**config.mk**
```make
export PLATFORM = sky130hd
export DESIGN_NAME = pipeline_sequencer
export DESIGN_NICKNAME = d
export VERILOG_FILES = /design/src/rtl/arm_pkg.sv /design/src/rtl/reg_use_decode.sv /design/src/rtl/pipeline_sequencer.sv
export SDC_FILE = /design/constraint.sdc
export NUM_CORES = 1
export LEC_CHECK = 0
export ABC_AREA = 1
export BUFFER_PORTS_ARGS = -buffer_cell sky130_fd_sc_hd__buf_2
export CAP_MARGIN = 20
export CORE_AREA = 2 2 85 87
export DETAILED_ROUTE_END_ITERATION = 10
export DIE_AREA = 0 0 87 89
export PLACE_DENSITY = 0.79
export SYNTH_ARGS = -nofsm -noshare
export SYNTH_HDL_FRONTEND = slang
export SYNTH_HIERARCHICAL = 1
export SYNTH_SLANG_ARGS = --single-unit
```
**constraint.sdc**
```tcl
create_clock -name clk -period 2 [get_ports clk]
set_input_delay 0.1 -clock clk [delete_from_list [all_inputs] [get_ports clk]]
set_output_delay 0.1 -clock clk [all_outputs]
set_load 0.02 [all_outputs]
```
**src/rtl/arm_pkg.sv**
```systemverilog
// Shared definitions for the ARM pipeline control blocks.
// Contents: decoded opcode constants, the always-execute condition code,
// the sequencer FSM state enum, the hazard scoreboard slot record, and a
// helper that tests a source register against one scoreboard slot.
package arm_pkg;

    // Data-processing opcodes (top bit clear)
    localparam logic [4:0] OP_AND = 5'b00000;
    localparam logic [4:0] OP_EOR = 5'b00001;
    localparam logic [4:0] OP_SUB = 5'b00010;
    localparam logic [4:0] OP_RSB = 5'b00011;
    localparam logic [4:0] OP_ADD = 5'b00100;
    localparam logic [4:0] OP_ADC = 5'b00101;
    localparam logic [4:0] OP_SBC = 5'b00110;
    localparam logic [4:0] OP_RSC = 5'b00111;
    localparam logic [4:0] OP_TST = 5'b01000;
    localparam logic [4:0] OP_TEQ = 5'b01001;
    localparam logic [4:0] OP_CMP = 5'b01010;
    localparam logic [4:0] OP_CMN = 5'b01011;
    localparam logic [4:0] OP_ORR = 5'b01100;
    localparam logic [4:0] OP_MOV = 5'b01101;
    localparam logic [4:0] OP_BIC = 5'b01110;
    localparam logic [4:0] OP_MVN = 5'b01111;
    // Other instruction classes
    localparam logic [4:0] OP_MEM = 5'b10000;
    localparam logic [4:0] OP_BR  = 5'b10001;
    localparam logic [4:0] OP_NOP = 5'b11111;

    localparam logic [3:0] COND_AL = 4'b1110;
    localparam logic [3:0] REG_LR  = 4'd14;

    typedef enum logic [1:0] {
        ST_RUN   = 2'd0,
        ST_HAZ   = 2'd1,
        ST_FLUSH = 2'd2
    } seq_state_e;

    typedef struct packed {
        logic       dst0_v;
        logic [3:0] dst0;
        logic       dst1_v;
        logic [3:0] dst1;
        logic       cpsr_w;
    } sb_slot_t;

    localparam sb_slot_t SB_EMPTY = '{dst0_v: 1'b0, dst0: 4'h0,
                                      dst1_v: 1'b0, dst1: 4'h0,
                                      cpsr_w: 1'b0};

    // True when register r is written by either valid destination of slot s
    function automatic logic slot_hit(input logic [3:0] r, input sb_slot_t s);
        return (s.dst0_v && (s.dst0 == r)) || (s.dst1_v && (s.dst1 == r));
    endfunction

endpackage

```
**src/rtl/reg_use_decode.sv**
```systemverilog
// Combinational register-use decoder.
// Maps the decoder's ID-stage fields to which register fields are read
// (use_rn/use_rm/use_rd) and the scoreboard record of what the
// instruction will write (up to two registers plus the CPSR).
// Ports: opcode/rn/rd/rm and control bits in; use_* flags and info out.
module reg_use_decode
    import arm_pkg::*;
(
    input  logic [4:0] opcode,
    input  logic [3:0] rn,
    input  logic [3:0] rd,
    input  logic [3:0] rm,
    input  logic       imm_op,
    input  logic       load_store,
    input  logic       write_back,
    input  logic       cpsr_write,
    input  logic       link_bit,
    output logic       use_rn,
    output logic       use_rm,
    output logic       use_rd,
    output sb_slot_t   info
);

    // Source and destination classification per instruction class
    always_comb begin
        use_rn = 1'b0;
        use_rm = 1'b0;
        use_rd = 1'b0;
        info   = SB_EMPTY;
        if (opcode[4] == 1'b0) begin
            // MOV/MVN take only operand 2
            use_rn = (opcode != OP_MOV) && (opcode != OP_MVN);
            use_rm = ~imm_op;
            // Compare/test ops only set flags
            if ((opcode >= OP_TST) && (opcode <= OP_CMN)) begin
                info.dst0_v = 1'b0;
            end else begin
                info.dst0_v = 1'b1;
            end
            info.dst0   = rd;
            info.cpsr_w = cpsr_write;
        end else begin
            case (opcode)
                OP_MEM: begin
                    use_rn      = 1'b1;
                    // For memory ops the immediate bit selects a register offset
                    use_rm      = imm_op;
                    use_rd      = ~load_store;
                    info.dst0_v = load_store;
                    info.dst0   = rd;
                    info.dst1_v = write_back;
                    info.dst1   = rn;
                end
                OP_BR: begin
                    info.dst0_v = link_bit;
                    info.dst0   = REG_LR;
                end
                default: begin
                    info = SB_EMPTY;
                end
            endcase
        end
    end

endmodule

```
**src/rtl/pipeline_sequencer.sv**
```systemverilog
// Hazard and flush controller for the 5-stage pipeline.
// Tracks in-flight register/CPSR writes in EX and MEM slots, stalls the
// front end on RAW or flag hazards, and flushes on a taken branch for
// FLUSH_CYCLES cycles. Saturating debug counters for stalls and flushes.
// Ports: clk, reset (async active-low), decoder ID fields, ex_branch_taken
// in; stall/bubble/flush (combinational) and the two counters out.
module pipeline_sequencer
    import arm_pkg::*;
#(
    parameter int FLUSH_CYCLES = 2
)(
    input  logic        clk,
    input  logic        reset,
    input  logic [4:0]  dec_opcode,
    input  logic [3:0]  dec_rn,
    input  logic [3:0]  dec_rd,
    input  logic [3:0]  dec_rm,
    input  logic [3:0]  dec_cond,
    input  logic        dec_immediateOperand,
    input  logic        dec_loadStore,
    input  logic        dec_writeBack,
    input  logic        dec_CPSRwrite,
    input  logic        dec_linkBit,
    input  logic        ex_branch_taken,
    output logic        stall,
    output logic        bubble,
    output logic        flush,
    output logic [15:0] stall_count,
    output logic [15:0] flush_count
);

    localparam logic [2:0] FCNT_LOAD = 3'(FLUSH_CYCLES - 1);

    seq_state_e  state_r, state_nx_s;
    logic [2:0]  fcnt_r, fcnt_nx_s, fcnt_cur_s;
    sb_slot_t    ex_r, mem_r, id_info_s, ex_nx_s;
    logic        use_rn_s, use_rm_s, use_rd_s;
    logic        raw_s, flag_s, hazard_s, flushing_s;
    logic [15:0] stall_count_r, flush_count_r;

    reg_use_decode u_decode (
        .opcode     (dec_opcode),
        .rn         (dec_rn),
        .rd         (dec_rd),
        .rm         (dec_rm),
        .imm_op     (dec_immediateOperand),
        .load_store (dec_loadStore),
        .write_back (dec_writeBack),
        .cpsr_write (dec_CPSRwrite),
        .link_bit   (dec_linkBit),
        .use_rn     (use_rn_s),
        .use_rm     (use_rm_s),
        .use_rd     (use_rd_s),
        .info       (id_info_s)
    );

    // Hazard detection against the EX and MEM slots (WB is write-first)
    always_comb begin
        raw_s = (use_rn_s && (slot_hit(dec_rn, ex_r) || slot_hit(dec_rn, mem_r))) ||
                (use_rm_s && (slot_hit(dec_rm, ex_r) || slot_hit(dec_rm, mem_r))) ||
                (use_rd_s && (slot_hit(dec_rd, ex_r) || slot_hit(dec_rd, mem_r)));
        // Flags become valid as soon as the writer leaves EX
        flag_s     = (dec_cond != COND_AL) && ex_r.cpsr_w;
        hazard_s   = raw_s || flag_s;
        flushing_s = ex_branch_taken || (state_r == ST_FLUSH);
    end

    // Pipeline control outputs; flush beats hazard, reset forces a bubble
    always_comb begin
        stall  = 1'b0;
        bubble = 1'b0;
        flush  = 1'b0;
        if (!reset) begin
            bubble = 1'b1;
        end else if (flushing_s) begin
            bubble = 1'b1;
            flush  = 1'b1;
        end else if (hazard_s) begin
            stall  = 1'b1;
            bubble = 1'b1;
        end else begin
            stall  = 1'b0;
        end
    end

    // Next state; the branch cycle itself is flush cycle 1, so the reload
    // value is consumed in the same cycle it is loaded
    always_comb begin
        state_nx_s = state_r;
        fcnt_nx_s  = 3'd0;
        fcnt_cur_s = ex_branch_taken ? FCNT_LOAD : fcnt_r;
        if (flushing_s) begin
            if (fcnt_cur_s == 3'd0) begin
                state_nx_s = ST_RUN;
                fcnt_nx_s  = 3'd0;
            end else begin
                state_nx_s = ST_FLUSH;
                fcnt_nx_s  = fcnt_cur_s - 3'd1;
            end
        end else if (hazard_s) begin
            state_nx_s = ST_HAZ;
        end else begin
            state_nx_s = ST_RUN;
        end
        // Only an issuing instruction enters EX; stalls and bubbles insert empty
        if (!stall && !bubble) begin
            ex_nx_s = id_info_s;
        end else begin
            ex_nx_s = SB_EMPTY;
        end
    end

    // FSM state, flush countdown and scoreboard slots
    always_ff @(posedge clk or negedge reset) begin
        if (!reset) begin
            state_r <= ST_RUN;
            fcnt_r  <= 3'd0;
            ex_r    <= SB_EMPTY;
            mem_r   <= SB_EMPTY;
        end else begin
            state_r <= state_nx_s;
            fcnt_r  <= fcnt_nx_s;
            ex_r    <= ex_nx_s;
            mem_r   <= ex_r;
        end
    end

    // Saturating debug event counters
    always_ff @(posedge clk or negedge reset) begin
        if (!reset) begin
            stall_count_r <= 16'h0000;
            flush_count_r <= 16'h0000;
        end else begin
            if (stall && (stall_count_r != 16'hFFFF)) begin
                stall_count_r <= stall_count_r + 16'h0001;
            end
            if (ex_branch_taken && (flush_count_r != 16'hFFFF)) begin
                flush_count_r <= flush_count_r + 16'h0001;
            end
        end
    end

    assign stall_count = stall_count_r;
    assign flush_count = flush_count_r;

endmodule

```
-- Word level (Yosys, flattened, before mapping)
Index checks and enable logic that the tools add are counted.
- register bits after elaboration: 58
- logic and storage cells: 103
- bitwise operators: 2
- reductions and logical operators: 37
- mux-type cells: 26
- add/sub/neg operators: 3
- equal/unequal tests: 20
- magnitude comparators: 2
- operators by type and width (kind ; number):
    $eq 4x4->1 ; 12
    $add 16x1->16 const B ; 2
    $ne 16x16->1 const B ; 2
    $logic_and 1x1->1 ; 21
    $mux 1 ; 16
    $mux 5 ; 3
    $logic_or 1x1->1 ; 13
    $mux 11 ; 1
    $eq 5x5->1 const B ; 2
    $ne 5x4->1 const B ; 2
    $pmux 5 s2 ; 1
    $mux 3 ; 3
    $ge 5x4->1 const B ; 1
    $le 5x4->1 const B ; 1
    $mux 2 ; 2
    $ne 4x4->1 const B ; 1
    $logic_not 3->1 ; 1
    $sub 3x1->3 const B ; 1
    $eq 2x2->1 const B ; 1
    $logic_not 1->1 ; 2
    $not 1->1 ; 2

-- Logic depth before layout (Yosys ltp)
Gate-level depths: netlist of the first run.
- depth in word-level cells: 14
- mapped depth: 15
- gate-level depth less buffers: 13

-- Cells and area by module
Netlist of the first run, hierarchy kept.
- modules (own cells, without submodules) (module ; cells each ; times used ; area an instance (µm²)):
    pipeline_sequencer ; 481 ; 1 ; 3547.2
    reg_use_decode ; 40 ; 1 ; 203.9

-- Least setup slack after synthesis of the first run
No wires, ideal clock.
- path type: reg-to-reg
- start: register flush_count_r[0] (netlist: flush_count[0])
- end: register flush_count_r[13] (netlist: flush_count[13])
- stages on the path, launching flop included: 9
- clock period less this slack: 1.819 ns
- data arrival time: 1.689 ns
- slack: 0.181 ns
- setup time: 0.130 ns
- cell sequence: dfrtp_1 ha_1 nand3_1 nor3_1 a31oi_2 nand4_1 nor2_2 nand2_1 xnor2_1
- longest elaborated chain between the ends: 2
- elaborated cells between the ends (all ways): 3
- RTL lines (item ; RTL line ; text):
    from (decl) ; pipeline_sequencer.sv:39 ; logic [15:0] stall_count_r, flush_count_r;
    from (signal assigned) ; pipeline_sequencer.sv:138 ; flush_count_r <= flush_count_r + 16'h0001;
    branches (longest 2 deep; another with $add 16x1->16) ; -- ;
Several ways; the timed one is not identified.
A chain may end at the register's enable or synchronous reset.

-- Final worst setup path of the first run
- start: register mem_r[2] (netlist bit)
- end: output bubble
- longest elaborated chain between the ends: 11
- elaborated cells between the ends (all ways): 21
- RTL lines (item ; RTL line ; text):
    from (decl) ; pipeline_sequencer.sv:36 ; sb_slot_t ex_r, mem_r, id_info_s, ex_nx_s;
    from (signal assigned) ; pipeline_sequencer.sv:124 ; mem_r <= ex_r;
    $eq 4x4->1 ; arm_pkg.sv:52 ; return (s.dst0_v && (s.dst0 == r)) || (s.dst1_v && (s.dst1 == r));
    $logic_and 1x1->1 ; arm_pkg.sv:52 ;
    $logic_or 1x1->1 ; arm_pkg.sv:52 ;
    $logic_or 1x1->1 (on tied branches) ; pipeline_sequencer.sv:59, pipeline_sequencer.sv:60 ;
    $logic_and 1x1->1 (on tied branches) ; pipeline_sequencer.sv:59, pipeline_sequencer.sv:60 ;
    $logic_or 1x1->1 ; pipeline_sequencer.sv:59 ; raw_s = (use_rn_s && (slot_hit(dec_rn, ex_r) || slot_hit(dec_rn, mem_r))) ||
    $logic_or 1x1->1 (*) ; pipeline_sequencer.sv:60 ; (use_rm_s && (slot_hit(dec_rm, ex_r) || slot_hit(dec_rm, mem_r))) ||
    $logic_or 1x1->1 (*) ; pipeline_sequencer.sv:64 ; hazard_s = raw_s || flag_s;
    $mux 1 (*) ; pipeline_sequencer.sv:78 ; end else if (hazard_s) begin
    $mux 1 (*) ; pipeline_sequencer.sv:75 ; end else if (flushing_s) begin
    $mux 1 (*) ; pipeline_sequencer.sv:73 ; if (!reset) begin
    to (decl) ; pipeline_sequencer.sv:26 ; output logic bubble,
Mark *: on every way between the ends. The rest lies on a longest branch, timed or not.

==> summary.md, run 1 <==
| Metric | Value |
|---|---|
| Status | finished, violations left |
| Failing checks | negative setup slack |
| Hold Crit Class | input port to flop |
| Largest cells by area after synthesis | dfrtp_1 (39%), nand2_1 (14%), nor2_1 (7.6%) |
| Synthesized instance count | 521 |
| Met3 usage | 0.0536 |
| Die area | 7740 sq um |
| Commonest cells in the netlist | nand2_1 (143), nor2_1 (76), inv_1 (70) |
| Mapped Area | 3750 sq um |
| Initial antenna violation count | 0 |
| Final ANT Viol Nets | 0 |
| Drt via density | 5.23 |
| Worst-Margin Slew | 0.725 ns |
| Area grow syn2layout | 17.5% |
| Critical Path End Type | output port |
| Die height | 89 um |
| Worst vdd ir | 0.000589 V |
| Layout cells sized above 1 | 0.244 |
| RSZ-0062 raised after global routing | yes |
| Syn_area_per_cell | 7.20 sq um |
| Cell Count, Final, Fillers Out | 683 |
| First-pass GRT wire length | 15200 um |
| Core ar. | 6720 sq um |
| H-tree depth | 3 |
| Worst skew pair latency | 0.34 ns |
| Boundary Pins | 64 |
| Achievable clock frequency | 0.500 GHz |
| Count leader, synth | nand2_1 |
| Iteration-0 DRC Markers | 175 |
| Placed cell count | 660 |
| Max Cap Viol | 0 |
| Top_reg_cell synth | dfrtp_1 |
| Synth Warn # | 6 |
| Fill count | 587 |
| Starting Density | 0.558 |
| Slew margin rel. | 0.517 |
| Largest area contributor in the netlist | dfrtp_1 |
| Die Width | 87 um |
| Endpoints failing hold | 0 |
| Layout Skew | 0.00806 ns |
| Distinct cells, synth | 32 |
| Synth Register Bits | 58 |
| Vias in the first global route | 3304 |
| Fin crit period | 2.00 ns |
| Row cnt | 30 |
| Gr ovfl total | 0 |
| TritonCTS clock tree | yes |
| Critical Path RT | 1.90 ns |
| CP Class | flop to output port |
| DPL Wire Length | 6770 um |
| Area occupied by multi-input gates | 1930 sq um |
| Yosys top cell area share | 0.387 |
| Largest net degree at the start of global routing | 59 |
| Final worst slack | -0.00196 ns |
| Fraction of registers with async set/reset | 1.00 |
| Final Max Tran Viols | 0 |
| Port Buffers | 63 |
| GRT Max-Usage Layer | met2 |
| Clk pin slew, worst setup/hold paths | 0.07 ns |
| CTS root buf | clkbuf_8 |
| Pleak | 2.27 nW |
| Fin crit share | 1.00 |
| EDFF count, synth | 0 |
| Worst Path Arrival | 1.90 ns |
| Num CTS Buffers | 9 |
| Vias | 3575 |
| Grt met2 use | 0.422 |
| Critical path peak fanout | 3 |
| Hold-critical path depth | 5 |
| Net Count, Synth | 552 |
| Tot GR Track Use | 0.250 |
| CTS sink count | 58 |
| Register area | 1450 sq um |
| Routing usage on met1 | 0.326 |
| GP Congestion | 0.999 |
| Routed length per placed instance | 13.2 um |
| Total power | 0.00321 W |
| PwrDens | 729 nW/um^2 |
| DRT Wirelength | 9040 um |
| DRC errors left | 0 |
| Max Root-Sink Buffers | 2 |
| Seq/Total Area, Yosys | 0.387 |
| Final Setup Violations | 1 |
| First drt pass iteration count | 5 |
| Type of origin of the critical path | flop |
| Antenna fix cells | 0 |
| Worst reg2reg path depth | 14 |
| Nets@finish | 629 |
==> worst max-delay path, cell delays in order (launching register included) <==
cell,delay [ns]
dfrtp_1,0.39
buf_4,0.14
o21ai_1,0.13
nor2_1,0.06
nand3_1,0.08
nand2_1,0.06
nor2_1,0.12
nor2_1,0.06
nor2_2,0.19
nand3_2,0.15
buf_2,0.19
==> cell usage in the layout, fill, tap and decap left out, types with 2 or more instances in the layout <==
cell        synthesis  routed
nor3_1              8       8
ha_1                2       2
nor2_2              5       7
nor4_1              6       6
o21ai_0             6       4
nor2_4              5       5
clkinvlp_4          0       3
inv_2               7      14
nand2_1           143     142
dfrtp_1            58      58
xor2_1             16      16
nand4_1            22      22
o21ai_1             7       9
buf_6               3       2
nand3_4             2       2
nor2_1             76      74
buf_4               0      12
xnor2_1            20      20
nand3_2             4       4
nand2_2            18      19
buf_2               4      62
nand3_1            26      26
clkbuf_8            0      10
inv_1              70      63
a21oi_1             3       3
==> path summary, 6_finish.rpt <==
check                              startpoint        endpoint  slack (ns)
worst min register to register        ex_r[7]        mem_r[7]        0.43
worst max-delay path                 mem_r[2]          bubble      -0.002
max in group asynchronous               reset       mem_r[10]        1.04
min in group asynchronous               reset  flush_count[0]        0.47
worst min-delay path            dec_writeBack         ex_r[5]        0.04
worst max register to register        ex_r[1]  stall_count[2]        0.06
==> power by group <==
group / switching, W / internal (W) / total [W]
clock network: 0.000504 / 0.000608 / 0.00111
logic: 0.000437 / 0.000249 / 0.000686
registers: 0.000136 / 0.00128 / 0.00142
==> cells by family after synthesis <==
kind of cell	synth area share
AOI/OAI and AO/OA	0.0314
xor gates and xnor gates	0.0841
adders and majority gates	0.00667
buffers and inverters	0.100
DFF	0.387
and+or+nand+nor	0.391
==> through the flow <==
stage	setup TNS, ns	hold WS, ns	instance area (sq um)	setup WS (ns)	utilization
6_report	-0.00196	0.0362	4410	-0.00196	0.656
5_1_grt	-1.64	0.0502	4410	-0.127	0.656
3_3_place_gp	0	0.324	4130	0.209	0.615
4_1_cts	0	0.0277	4380	0.0131	0.652
3_5_place_dp	0	0.345	4130	0.0791	0.615
2_1_floorplan	0	-0.196	3750	0.181	-
==> registers in the layout, indices dropped and copies added, names as in the netlist <==
| signal | flops |
|---|---|
| mem_r | 10 |
| stall_count | 16 |
| state_r | 2 |
| fcnt_r | 3 |
| flush_count | 16 |
| ex_r | 11 |
==> final cells by class <==
class	count	area share
clock buffer	10	0.0312
clock inverter	6	0.0150
inverter	77	0.0656
multi-input combinational	375	0.438
sequential	58	0.329
tap	80	0.0227
timing repair buffer	77	0.0982
==> what timing repair did <==
action / in CTS / in global routing
setup buffers: 4 / 2
hold buffers: 1 / 0
hold endpoints to repair: 58 / 0
pin swaps: 6 / 11
setup endpoints to repair: 2 / 24
resized for setup: 7 / 8
==> routing by layer <==
metal,up-vias,part of all wire
met2,130,0.50
met4,0,0.013
met1,1660,0.43
met5,-,0
li1,1771,-
met3,14,0.061
Power figures use the tool's default switching activity.
==> inputs of run 2 (changes only) <==
--- a/config.mk
+++ b/config.mk
@@ -18 +18,2 @@
 export SYNTH_SLANG_ARGS = --single-unit
+export TNS_END_PERCENT = 5
==> constraint.sdc (replaced) <==
create_clock -name clk -period 2 [get_ports clk]
set_input_delay 0.2 -clock clk [delete_from_list [all_inputs] [get_ports clk]]
set_output_delay 0.2 -clock clk [all_outputs]
set_load 0.02 [all_outputs]
==> summary.md, run 2 (same netlist as run 1, synthesis figures left out) <==
| Metric | Value |
|---|---|
| First-pass GRT wire length | 15200 um (about the same) |
| Layout Skew | 0.0108 ns (+0.00271 ns) |
| Critical Path Start | ex_r[1] |
| Post-Route Setup TNS | -0.115 ns (-0.113 ns) |
| Drt via density | 5.32 (+1.7%) |
| Failing checks | negative setup slack |
| Die area | 7740 sq um (unchanged) |
| Antenna fix cells | 0 (unchanged) |
| Achievable clock frequency | 0.481 GHz (-3.8%) |
| GP Congestion | 0.956 (-4.2%) |
| Top layer in use | met4 |
| Vias in the first global route | 3377 (+2.2%) |
| Pleak | 2.30 nW (+1.3%) |
| Final worst slack | -0.0804 ns (-0.0784 ns) |
| RSZ-0062 raised after global routing | yes |
| Cell Count, Final, Fillers Out | 683 (unchanged) |
| Slew margin rel. | 0.520 (+0.00350) |
| Routed length per placed instance | 13.4 um (+1.5%) |
| Worst skew pair latency | 0.34 ns (about the same) |
| Num CTS Buffers | 9 (unchanged) |
| DRC errors left | 0 (unchanged) |
| Vias | 3634 (+1.7%) |
| TritonCTS clock tree | yes |
| Layout cells sized above 1 | 0.250 (+0.00663) |
| Type of origin of the critical path | flop |
| Boundary Pins | 64 (unchanged) |
| Worst reg2reg endpoint | stall_count[4] |
| Clk pin slew, worst setup/hold paths | 0.07 ns (about the same) |
| Core ar. | 6720 sq um (unchanged) |
| Commonest non-fill, non-tap cell in the layout | nand2_1 |
| Critical Path End | stall |
| Row cnt | 30 (unchanged) |
| Initial antenna violation count | 0 (unchanged) |
| CTS sink count | 58 (unchanged) |
| Final ANT Viol Nets | 0 (unchanged) |
| Worst Path Arrival | 1.88 ns (-0.02 ns) |
| H-tree depth | 3 (unchanged) |
| Most frequent cells in the layout | nand2_1 (142), nor2_1 (73), inv_1 (64) |
| DRT Wirelength | 9180 um (+1.5%) |
| Total power | 0.00347 W (+8.0%) |
| Worst reg2reg path depth | 14 (unchanged) |
| CTS root buf | clkbuf_8 |
| Iteration-0 DRC Markers | 158 (-9.7%) |
| Placed cell areas | 4150 sq um (+0.36%) |
| Worst-Margin Slew | 0.720 ns (-0.00525 ns) |
| Fin area | 4490 sq um (+1.9%) |
| Final Max Tran Viols | 0 (unchanged) |
| DR WL met2 | 4690 um (+3.9%) |
| Post-CTS Hold Buffers | 0 (-1) |
| Endpoints failing hold | 0 (unchanged) |
| Hold Crit Class | input port to async pin |
| Worst vdd ir | 0.000581 V (-1.5%) |
| Reg2Reg Launch Point | ex_r[1] |
| Port Buffers | 63 (unchanged) |
| Nets@finish | 629 (unchanged) |
| Die Width | 87 um (unchanged) |
| First drt pass iteration count | 4 (-1) |
| PwrDens | 773 nW/um^2 (+6.0%) |
| Starting Density | 0.558 (unchanged) |
| Placed cell count | 662 (+0.30%) |
| M1 WL | 3850 um (-0.10%) |
| Flop-to-flop setup slack | 0.09 ns (+0.03 ns) |
| Critical Path End Type | output port |
| Tot GR Track Use | 0.250 (about the same) |
| Gr ovfl total | 0 (unchanged) |
| DR WL met3 | 418 um (-24%) |
| Max Cap Viol | 0 (unchanged) |
| Status | finished, violations left |
| Fin crit share | 1.04 (+0.0392) |
| Largest net degree at the start of global routing | 59 (unchanged) |
| Die height | 89 um (unchanged) |
| Max Root-Sink Buffers | 2 (unchanged) |
| Critical path peak fanout | 3 (unchanged) |
| Critical Path RT | 1.80 ns (-0.10 ns) |
| CP Class | flop to output port |
| DPL Wire Length | 6760 um (-0.23%) |
| Area grow syn2layout | 19.8% |
| Final Setup Violations | 2 (+1) |
| Fin crit period | 2.08 ns (+0.0784 ns) |
## run 2: layout make-up
cell class	count	area, sq um
flip-flops and latches	58	1450
multi-input cells	375	1960
well taps	80	100
clock inverters	6	114
clock buffers	10	138
repair buffers	77	440
inverters	77	289
fillers	566	2230
## run 2: worst min path at each step
stage	startpoint	endpoint	slack (ns)	cells after the start
2_1_floorplan	reset	ex_r[0]	-0.1	0
3_3_place_gp	ex_r[7]	mem_r[7]	0.39	0
3_5_place_dp	ex_r[7]	mem_r[7]	0.41	0
4_1_cts	reset	flush_count[15]	0.05	2
5_1_grt	reset	flush_count[13]	0.08	2
6_report	reset	flush_count[15]	0.03	2
## run 2: layer usage
metal  GRT usage  vias up
li1            -     1782
met1       0.302     1709
met2       0.442      115
met3      0.0499       28
met4      0.0952        0
met5           0        -
## run 2: repair_timing
| item | in CTS | in global routing |
|---|---|---|
| cloned | 0 | 0 |
| gates resized for setup | 9 | 16 |
| setup endpoints to repair | 2 | 18 |
| buffers inserted | 5 | 0 |
| pin swaps | 8 | 9 |
## run 2: worst max-delay path, cell delays in order, from the launching register on
cell and delay, ns:
dfrtp_1 0.40, buf_6 0.13, nand2_1 0.07, nand2_1 0.05, nor2_1 0.09, nand3_1 0.09
nand2_1 0.09, nor2_2 0.05, nor2_2 0.14, nor2_4 0.07, nand2_4 0.07, nand2_1 0.05
nor2_1 0.09, buf_4 0.15
## run 2: power by group
part | switching [W] | leakage, nW | internal [W]
Clock | 0.000496 | 0.119 | 0.000863
Sequential | 0.000139 | 0.770 | 0.00128
Combinational | 0.000441 | 1.41 | 0.000252
## run 2: per-stage QoR
| stage | setup WS, ns | hold slack [ns] | utilization |
|---|---|---|---|
| after floorplan | 0.181 | -0.0956 | - |
| after global placement | 0.169 | 0.395 | 0.617 |
| after CTS | -0.0653 | 0.0498 | 0.663 |
| after global routing | -0.245 | 0.0849 | 0.669 |
| final | -0.0804 | 0.0287 | 0.669 |
| after detailed placement | 0.0863 | 0.409 | 0.617 |
